[config.mk]
export PLATFORM = sky130hd
export DESIGN_NAME = uart_tx
export DESIGN_NICKNAME = d
export VERILOG_FILES = /design/src/rtl/uart_pkg.sv /design/src/rtl/uart_baud_tick.sv /design/src/rtl/uart_tx.sv
export SDC_FILE = /design/constraint.sdc
export NUM_CORES = 1
export LEC_CHECK = 0
export BUFFER_PORTS_ARGS = -buffer_cell sky130_fd_sc_hd__buf_2
export CAP_MARGIN = 20
export CORE_MARGIN = 2
export CORE_UTILIZATION = 50
export DETAILED_ROUTE_END_ITERATION = 7
export PLACE_DENSITY = 0.73
export SYNTH_ARGS = -nofsm -noshare
export SYNTH_HDL_FRONTEND = slang
export SYNTH_SLANG_ARGS = --single-unit
[constraint.sdc]
create_clock -name clk -period 1.8 [get_ports clk]
set_input_delay 0 -clock clk [delete_from_list [all_inputs] [get_ports clk]]
set_output_delay 0 -clock clk [all_outputs]
set_load 0.03 [all_outputs]
[src/rtl/uart_pkg.sv]
// Shared UART definitions: transmitter FSM states and the bit-period divider
// that both the transmitter and the receiver derive from CLK_HZ and BAUD.
package uart_pkg;

  typedef enum logic [2:0] {
    TX_IDLE,
    TX_START,
    TX_DATA,
    TX_PARITY,
    TX_STOP
  } tx_state_t;

  // Clock cycles per bit; integer divide so TX and RX round identically.
  function automatic int uart_div(input int clk_hz, input int baud);
    return clk_hz / baud;
  endfunction

endpackage

[src/rtl/uart_baud_tick.sv]
// Bit-period timer: free-running 0..DIV-1 counter, restarted on accept; bit_end marks count DIV-1.
// Latency: bit_end asserts DIV cycles after a restart. No backpressure.
module uart_baud_tick #(
  parameter int DIV = 10
) (
  input  logic clk,
  input  logic rst_n,
  input  logic restart,
  output logic bit_end
);

  localparam int CW = (DIV > 1) ? $clog2(DIV) : 1;
  localparam logic [CW-1:0] LAST = CW'(DIV - 1);

  logic [CW-1:0] cnt;

  always_ff @(posedge clk or negedge rst_n) begin
    if (!rst_n) begin
      cnt <= '0;
    end else if (restart || cnt == LAST) begin
      cnt <= '0;
    end else begin
      cnt <= cnt + 1'b1;
    end
  end

  assign bit_end = (cnt == LAST);

endmodule

[src/rtl/uart_tx.sv]
// UART transmitter, 8 data bits LSB first, 1 or 2 stop bits; parity bit when UART_TX_PARITY_EN is defined.
// Latency: start bit on the line the cycle after accept; frame is (1+8+P+STOP_BITS)*DIV cycles.
// Backpressure: tx_ready only in IDLE, so at least one idle cycle separates frames.
module uart_tx
  import uart_pkg::*;
#(
  parameter int CLK_HZ     = 50_000_000,
  parameter int BAUD       = 115200,
  parameter int STOP_BITS  = 1,
  parameter int PARITY_ODD = 0
) (
  input  logic       clk,
  input  logic       rst_n,
  input  logic [7:0] tx_data,
  input  logic       tx_valid,
  output logic       tx_ready,
  output logic       tx,
  output logic       tx_busy,
  output logic       tx_done
);

  localparam int DIV = uart_div(CLK_HZ, BAUD);

  if (DIV < 2) begin : g_bad_div
    $fatal(1, "uart_tx: CLK_HZ/BAUD must be at least 2");
  end
  if (STOP_BITS != 1 && STOP_BITS != 2) begin : g_bad_stop
    $fatal(1, "uart_tx: STOP_BITS must be 1 or 2");
  end

  localparam logic STOP_LAST = (STOP_BITS == 2);

  tx_state_t  state, state_nxt;
  logic [7:0] sh, sh_nxt;
  logic [2:0] idx, idx_nxt;
  logic       stop_idx, stop_nxt;
  logic       tx_nxt;
  logic       accept;
  logic       bit_end;

  assign tx_ready = (state == TX_IDLE);
  assign tx_busy  = !tx_ready;
  assign accept   = tx_valid && tx_ready;
  assign tx_done  = (state == TX_STOP) && bit_end && (stop_idx == STOP_LAST);

  uart_baud_tick #(.DIV(DIV)) u_baud (
    .clk     (clk),
    .rst_n   (rst_n),
    .restart (accept),
    .bit_end (bit_end)
  );

`ifdef UART_TX_PARITY_EN
  localparam tx_state_t AFTER_DATA = TX_PARITY;
  logic par_bit;

  // Parity comes from the byte as latched, so later tx_data changes cannot affect it.
  always_ff @(posedge clk or negedge rst_n) begin
    if (!rst_n) begin
      par_bit <= 1'b0;
    end else if (accept) begin
      par_bit <= (^tx_data) ^ (PARITY_ODD != 0);
    end
  end
`else
  localparam tx_state_t AFTER_DATA = TX_STOP;
  localparam int unused_parity_odd = PARITY_ODD;
`endif

  always_comb begin
    state_nxt = state;
    sh_nxt    = sh;
    idx_nxt   = idx;
    stop_nxt  = stop_idx;
    case (state)
      TX_IDLE: begin
        if (accept) begin
          state_nxt = TX_START;
          sh_nxt    = tx_data;
          idx_nxt   = 3'd0;
          stop_nxt  = 1'b0;
        end
      end
      TX_START: begin
        if (bit_end) state_nxt = TX_DATA;
      end
      TX_DATA: begin
        if (bit_end) begin
          sh_nxt  = {1'b0, sh[7:1]};
          idx_nxt = idx + 1'b1;
          if (idx == 3'd7) state_nxt = AFTER_DATA;
        end
      end
`ifdef UART_TX_PARITY_EN
      TX_PARITY: begin
        if (bit_end) state_nxt = TX_STOP;
      end
`endif
      TX_STOP: begin
        if (bit_end) begin
          if (stop_idx == STOP_LAST) state_nxt = TX_IDLE;
          else                       stop_nxt  = stop_idx + 1'b1;
        end
      end
      default: state_nxt = TX_IDLE;
    endcase
  end

  // The line level is decoded from the next state so tx itself can be a flop.
  always_comb begin
    tx_nxt = 1'b1;
    case (state_nxt)
      TX_START:  tx_nxt = 1'b0;
      TX_DATA:   tx_nxt = sh_nxt[0];
`ifdef UART_TX_PARITY_EN
      TX_PARITY: tx_nxt = par_bit;
`endif
      default:   tx_nxt = 1'b1;
    endcase
  end

  always_ff @(posedge clk or negedge rst_n) begin
    if (!rst_n) begin
      state    <= TX_IDLE;
      sh       <= 8'h00;
      idx      <= 3'd0;
      stop_idx <= 1'b0;
      tx       <= 1'b1;
    end else begin
      state    <= state_nxt;
      sh       <= sh_nxt;
      idx      <= idx_nxt;
      stop_idx <= stop_nxt;
      tx       <= tx_nxt;
    end
  end

endmodule

==> results of run 1 <==
## registers in the layout, indices dropped and copies added, names as in the netlist
| signal | cells |
|---|---|
| u_baud.cnt | 9 |
| sh | 8 |
| idx | 3 |
| state | 3 |
| tx | 1 |
## critical path, delay by kind of cell (launching register included)
family / cells / cell delay, ns
AOI/OAI and AO/OA: 2 / 0.44
buffers and inverters: 2 / 0.26
DFF: 1 / 0.42
and+or+nand+nor: 2 / 0.36
adders and majority gates: 1 / 0.19
## cells in the final DEF, fill, tap and decap left out, drive strengths merged, types with 4 or more instances in the layout
master / count
ha: 4
xnor2: 6
inv: 7
dlygate4sd3: 9
nor2: 14
a22o: 6
dfrtp: 23
nand2: 11
nand3: 4
buf: 24
a21o: 6
## routing by layer
| layer | wire, microns | vias up | part of all wire | GRT usage |
|---|---|---|---|---|
| li1 | - | 451 | - | - |
| met1 | 1050 | 422 | 0.46 | 0.246 |
| met2 | 1170 | 12 | 0.51 | 0.340 |
| met3 | 45 | 4 | 0.020 | 0.0257 |
| met4 | 27 | 0 | 0.012 | 0.0897 |
| met5 | 0 | - | 0 | 0 |
## timing repair
action,in CTS,in global routing
endpoints found under the hold margin,32,0
pin swaps,0,1
hold buffers,9,0
resized for setup,1,4
buffers inserted,2,1
setup endpoints to repair,1,2
## final timing paths
check                              start       endpoint  slack, ns
min reg2reg                        sh[6]          sh[6]       0.50
max reg2reg                u_baud.cnt[0]             tx       0.07
min in group asynchronous          rst_n  u_baud.cnt[2]       0.16
min                             tx_valid          sh[0]       0.15
max in group asynchronous          rst_n             tx       1.28
max                        u_baud.cnt[0]             tx       0.07
## Yosys cell counts, types with 2 or more instances
master	number	area (sq um)
a21o_1	6	45.0
a22o_1	6	52.6
buf_2	3	15.0
dfrtp_1	23	576
ha_1	4	50.1
inv_1	7	26.3
nand2_1	10	37.5
nand3_1	4	20.0
nand4_1	2	12.5
nor2_1	13	48.8
o21ai_0	3	15.0
xnor2_1	6	52.6
## report_power, final
group / switching (mW) / internal [mW]
sequential: 0.00446 / 0.547
clock: 0.167 / 0.225
combinational: 0.0170 / 0.0259
total: 0.188 / 0.798
## kinds of logic (layout without fill, tap and decap cells)
| family | after synthesis | after routing | synth area share |
|---|---|---|---|
| fa+ha+maj | 4 | 4 | 0.0423 |
| simple gates | 42 | 42 | 0.200 |
| xor+xnor | 7 | 7 | 0.0518 |
| flops | 24 | 24 | 0.508 |
| mux | 1 | 1 | 0.00951 |
| compound gates | 21 | 21 | 0.140 |
| buf+inv | 12 | 44 | 0.0486 |
## cell type report
type	count	area [sq um]
inverters	7	26.3
multi-input cells	75	528
well taps	28	35.0
clock inverters	1	30.0
clock buffers	3	22.5
repair buffers	33	245
flip-flops and latches	24	602
fillers	180	744
## stage by stage
stage / utilization / instances / hold slack [ns]
finish: 0.667 / 171 / 0.154
global route: 0.667 / 171 / 0.161
floorplan: - / 111 / -0.296
CTS: 0.658 / 170 / 0.145
detailed placement: 0.587 / 155 / 0.00500
global placement: 0.587 / 155 / 0.000925
==> results.toml, run 1 <==
[floorplanning]
coreArea_sq_mm = 0.00223
die_w_microns = 52.7
start_util = 0.530
fp-row-count = 17
ioPinCount = 15
die_y_microns = 52.7
dieArea_sq_mm = 0.00277

[synthesis]
synth.cell_area_sq_mm = 0.00118
synth_warnings = 0
async_reset_ff_frac = 1.00
synth.net_count = 126
ys_ff_latch = 24
synth_cells = 111
ys.flop_type = "dfrtp_1"
synth_area_per_cell_sq_um = 10.7
synth_edf_count = 0
ys_seq_area_frac = 0.508
ys_types = 36

[job]
cap_violations = 0

[placement]
portBuffers = 14
pre_cts_ws_ns = 0.109
placed_cell_area_sq_mm = 0.00131
place_congestion = 0.773
dpl.hpwl_microns = 1630

[sta]
fmax_mhz = 579
setup_slack_ns = 0.0724
rsz0062_at_grt = "yes"
slew_viol_final = 0
clock_skew_ns = 0.00543
finalCritPeriodShare = 0.960
fin_setup_tns_ns = 0
finalHoldViolCount = 0
setup_violations = 0
slew_headroom = 0.658
worst_pin_slew_ns = 0.513
fin_crit_ns = 1.73

[global_route]
grt_max_degree = 25
antenna_found_initial = 0
gr-usage-all-layers = 0.198
grt_overflow = 0
grt_pass1_vias = 865
grt_pass1_wl_microns = 3870

[setup_path]
crit_slowest_cell = "dfrtp_1"
start_kind = "register"
cp_cell_sequence = "ha_1, and4b_1, buf_6, and2_4, buf_4, o41a_1, o31a_1"
slowest_delay_ns = 0.42
crit_required_ns = 2.07
worst-setup-path-type = "reg -> reg"
r2r_cells = 7
arrival_ns = 1.99
cp_max_fo = 4
end_kind = "register"

[finish]
drive_gt1_frac = 0.252
area_growth_syn_to_layout_pct = 25.8
nets = 159
diodes = 0
fin_area_sq_mm = 0.00149

[power]
fin_total_pwr_mw = 0.987
p_leak_nw = 0.739
power_density_mw_per_mm2 = 663
irDropWorstVdd_uv = 490

[clock_network]
root_buffer = "clkbuf_4"
htreeDepth = 1
clk_latency_ns = 0.32
clock-sinks = 24
cts_tree = "done"
clk_pin_slew_ns = 0.14
cts_buffer_depth = 2
cts_buffers = 3

[outcome]
status = "completed"

[drt]
vias = 889
ant_nets = 0
wl_per_cell_microns = 13.4
route.detailed.drc = 0
wirelength_microns = 2290
dr.first_iter.drc_count = 9
routed_via_density = 5.20
drt_first_pass_iters = 4

[worst_hold_path]
min_path_cells = 4
holdCritPathClass = "in -> reg"
Note: power is estimated with default switching activity, not from simulation.
==> run 2: changes to the inputs <==
- RECOVER_POWER: not set -> 100
- REMOVE_ABC_BUFFERS: not set -> 1
==> run 2 against run 1 <==
Largest cell class unchanged. Worst setup slack got worse by 0.034 ns. Combinational power about the same. Register-to-register slack better by 0.05 ns. Clock skew shrank 0.0043 ns. Clock power down 29%. Flip-flop and latch count did not move. Maximum frequency shrank 1.9%. Die area stayed put. Global-route usage decreased by 1.2 points.
==> results.toml, run 2 (synthesis gave the netlist of run 1 again) <==
[setup_path]
cp_max_fo = 4
end_kind = "output pin"
worst-setup-path-type = "reg -> out"
arrival_ns = 1.76
crit_required_ns = 1.80
start_kind = "register"

[clock_network]
cts_buffer_depth = 2
post_cts_buffers = 0
clock-sinks = 24
cts_tree = "done"
cts_buffers = 3
htreeDepth = 1
clk_pin_slew_ns = 0.12
clk_latency_ns = 0.31
root_buffer = "clkbuf_4"

[drt]
wirelength_microns = 2120
ant_nets = 0
drt_first_pass_iters = 4
route.detailed.drc = 0
dr.first_iter.drc_count = 4
vias = 895
wl_per_cell_microns = 12.6
routed_via_density = 5.33

[floorplanning]
die_y_microns = 52.7
fp-row-count = 17
die_w_microns = 52.7
dieArea_sq_mm = 0.00277
start_util = 0.530
coreArea_sq_mm = 0.00223
ioPinCount = 15

[sta]
rsz0062_at_grt = "yes"
setup_slack_ns = 0.0383
slew_viol_final = 0
finalHoldViolCount = 0
slew_headroom = 0.181
fmax_mhz = 568
fin_setup_tns_ns = 0
worst_pin_slew_ns = 1.23
setup_violations = 0
finalCritPeriodShare = 0.979
clock_skew_ns = 0.00116
fin_crit_ns = 1.76

[finish]
top_register = "u_baud.cnt"
final_cell_mix = "23 x dfrtp_1, 13 x nor2_1, 11 x buf_2"
nFillCells = 169
nets = 156
layout.cells.most_common = "dfrtp_1"
largest_reg_flops = 9
area_growth_syn_to_layout_pct = 22.5
diodes = 0
drive_gt1_frac = 0.229
fin_area_sq_mm = 0.00145
largestRegisters = "u_baud.cnt (9), sh (8)"

[global_route]
grt_use_met2 = 0.304
grt.busiest_layer = "met2"
grt_pass1_wl_microns = 3620
antenna_found_initial = 0
grt_max_degree = 25
grt_overflow = 0
use_met1 = 0.221
gr-usage-all-layers = 0.186
grt_util_met3 = 0.0429
grt_pass1_vias = 844

[power]
intPower_mw = 0.696
p_leak_nw = 0.707
irDropWorstVdd_uv = 629
clock_power_share = 0.319
combPwrFrac = 0.049
swShare = 0.202
p_switching_mw = 0.177
power_density_mw_per_mm2 = 602
pwr-share-seq = 0.632

[job]
cap_violations = 0

[placement]
portBuffers = 14
dpl.hpwl_microns = 1560
pre_cts_ws_ns = 0.111
place_congestion = 0.776
placed_cell_area_sq_mm = 0.00131

[outcome]
status = "completed"

[worst_hold_path]
holdCritPathClass = "in -> reg"
==> run 2: cell count changes in the layout (fill, tap and decap cells not counted) <==
cell,change
buf_4,-3
buf_2,-2
clkbuf_1,+2
bufinv_16,-1
clkbuf_8,+1
ha_1,-1
ha_2,+1
==> run 2: worst paths after layout <==
check / start / to / slack, ns / depth (start not counted)
hold / removal: tx_valid / sh[0] / 0.13 / 4
setup / recovery: u_baud.cnt[1] / tx_done / 0.04 / 7
hold reg to reg: sh[2] / sh[2] / 0.50 / 1
min in group asynchronous: rst_n / state[0] / 0.45 / 2
max in group asynchronous: rst_n / sh[1] / 0.63 / 2
setup reg to reg: u_baud.cnt[0] / sh[4] / 0.12 / 6
==> run 2: layout make-up <==
cell class / count / area [sq um] / area share
Multi-Input combinational cell: 75 / 531 / 0.366
Tap cell: 28 / 35.0 / 0.0242
Sequential cell: 24 / 602 / 0.415
Timing Repair Buffer: 30 / 220 / 0.152
Inverter: 7 / 26.3 / 0.0181
Clock buffer: 4 / 36.3 / 0.0250
==> run 2: what timing repair did <==
item,CTS,global route
cloned,0,0
hold buffers,9,0
resized for setup,4,2
endpoints found under the setup margin,1,3
pin swaps,0,1
hold endpoints to repair,31,0
==> run 2: worst max-delay path: stages, from the launching register on <==
cell and delay (ns):
dfrtp_1 0.43, inv_1 0.07, ha_2 0.14, and4b_1 0.22, buf_6 0.12, and2_4 0.15
and4_1 0.19, buf_6 0.13
==> run 2: layer usage <==
layer | share of wire | wire length (microns) | vias up
li1 | - | - | 447
met5 | 0 | 0 | -
met2 | 0.49 | 1040 | 19
met4 | 0.018 | 39 | 0
met1 | 0.46 | 965 | 424
met3 | 0.034 | 71 | 5
==> run 2: through the flow <==
stage                      util  hold WS (ns)  cells  power, mW
after CTS                 0.648         0.119    168      0.882
final                     0.649         0.129    168      0.873
after detailed placement  0.587       0.00764    155      0.591
after global routing      0.649         0.129    168      0.909
after floorplan               -        -0.296    106      0.568
after global placement    0.587       0.00647    155      0.590
==> run 2: power groups by stage <==
stage	Clock [mW]	Combinational [mW]	Sequential, mW
floorplan	0	0.00713	0.561
global placement	0	0.0285	0.562
detailed placement	0	0.0293	0.562
CTS	0.286	0.0439	0.552
global route	0.308	0.0482	0.553
finish	0.278	0.0426	0.552
==> run 3: changes to the inputs <==
- CORE_ASPECT_RATIO: not set -> 1.75
==> run 3 against run 2 <==
Critical path type is now reg -> reg. Final area decreased by 3.9%. Core utilization decreased by 3.6 points. Clock power increased by 66%. Largest power group unchanged. Worst setup slack improved by 0.059 ns. Combinational power decreased by 22%. First-iteration DRC count increased to 6.8 times the previous value. Total power increased by 20%. Non-clock buffer count decreased by 6. Worst hold slack got worse by 0.099 ns.
==> results.toml, run 3 (synthesis gave the netlist of run 1 again) <==
[finish]
fin_area_sq_mm = 0.00139
largestRegisters = "u_baud.cnt (9), sh (8)"
layout.cells.most_common = "dfrtp_1"
nFillCells = 201
top_register = "u_baud.cnt"
drive_gt1_frac = 0.194
diodes = 0
fin_cells = 159
final_cell_mix = "23 x dfrtp_1, 13 x nor2_1, 10 x nand2_1, 10 x buf_2, 7 x inv_1"
largest_reg_flops = 9
nets = 150
area_growth_syn_to_layout_pct = 17.8
post-route-util = 0.613

[setup_path]
r2r_cells = 6
start_kind = "register"
end_kind = "register"
worst-setup-path-type = "reg -> reg"
crit_required_ns = 1.96
arrival_ns = 1.86
rrSetupSlack_ns = 0.1
cp_max_fo = 7

[power]
pwr-share-seq = 0.527
power_density_mw_per_mm2 = 751
irDropWorstVdd_uv = 606
p_switching_mw = 0.186
fin_total_pwr_mw = 1.05
combPwrFrac = 0.032
swShare = 0.177
clock_power_share = 0.441
intPower_mw = 0.861
p_leak_nw = 0.686

[drt]
routed_via_density = 5.58
wirelength_microns = 2150
vias = 887
wl_per_cell_microns = 13.5
route.detailed.drc = 0
dr.first_iter.drc_count = 27
drt_first_pass_iters = 3
ant_nets = 0

[global_route]
antenna_found_initial = 0
gr-usage-all-layers = 0.174
grt_pass1_vias = 847
grt_pass1_wl_microns = 3410
grt_max_degree = 25
grt_overflow = 0

[clock_network]
cts_buffer_depth = 2
htreeDepth = 1
cts_tree = "done"
post_cts_buffers = 0
clock-sinks = 24
clk_latency_ns = 0.26
cts_buffers = 3
clk_pin_slew_ns = 0.08
root_buffer = "clkbuf_8"

[sta]
finalHoldViolCount = 0
fin_crit_ns = 1.70
hold_slack_ns = 0.0302
finalCritPeriodShare = 0.946
setup_violations = 0
fin_setup_tns_ns = 0
fmax_mhz = 587
slew_viol_final = 0
slew_headroom = 0.149
worst_pin_slew_ns = 1.28
rsz0062_at_grt = "no"
clock_skew_ns = 0.00219
setup_slack_ns = 0.0973

[floorplanning]
ioPinCount = 15
start_util = 0.521
dieArea_sq_mm = 0.00279
fp-row-count = 23
die_w_microns = 40.8
die_y_microns = 68.4
coreArea_sq_mm = 0.00227

[worst_hold_path]
holdCritPathClass = "in -> reg"
min_path_cells = 3

[placement]
placed_cells = 152
pre_cts_ws_ns = 0.109
portBuffers = 14
place_congestion = 0.776
placed_cell_area_sq_mm = 0.00131
dpl.hpwl_microns = 1560

[job]
cap_violations = 0

[outcome]
status = "completed"
run 3: changes by cell type in the layout (fill, tap and decap cells not counted), moves of 2 or more:
cell	before	now
buf_6	2	0
dlygate4sd3_1	9	3
clkbuf_4	3	0
clkbuf_8	1	3
clkbuf_1	2	5
run 3: layout make-up:
type                    count  area, sq um  area share
clock buffers               3         41.3      0.0296
clock inverters             1         30.0      0.0215
well taps                  25         31.3      0.0224
inverters                   7         26.3      0.0189
multi-input cells          75          522       0.374
flip-flops and latches     24          602       0.432
repair buffers             24          141       0.101
run 3: final timing paths:
kind / from / end
setup / recovery: u_baud.cnt[0] / sh[6]
hold / removal: tx_data[6] / sh[6]
setup reg to reg: u_baud.cnt[0] / sh[6]
hold reg to reg: sh[3] / sh[3]
max in group asynchronous: rst_n / u_baud.cnt[6]
min in group asynchronous: rst_n / u_baud.cnt[8]
run 3: timing repair:
| item | 4_1_cts | 5_1_grt |
|---|---|---|
| resized for setup | 0 | 1 |
| setup endpoints to repair | 0 | 1 |
| hold buffers | 3 | 0 |
| hold endpoints to repair | 25 | 0 |
run 3: routing by layer:
metal	vias up	wire length [microns]	GRT usage
li1	434	-	-
met3	2	34	0.0195
met4	0	9	0.0625
met5	-	0	0
met1	439	905	0.199
met2	12	1200	0.309
run 3: critical path: stages, from the launching register on:
cell and delay (ns):
dfrtp_1 0.43, ha_1 0.21, and4b_1 0.23, and3_1 0.23, clkbuf_1 0.17, a22o_1 0.20
a21o_1 0.14
run 3: power by group through the flow:
stage | clock (mW) | combinational [mW] | sequential [mW]
detailed placement | 0 | 0.0292 | 0.562
global placement | 0 | 0.0282 | 0.562
global route | 0.500 | 0.0378 | 0.553
finish | 0.462 | 0.0331 | 0.551
floorplan | 0 | 0.00713 | 0.561
CTS | 0.474 | 0.0343 | 0.552
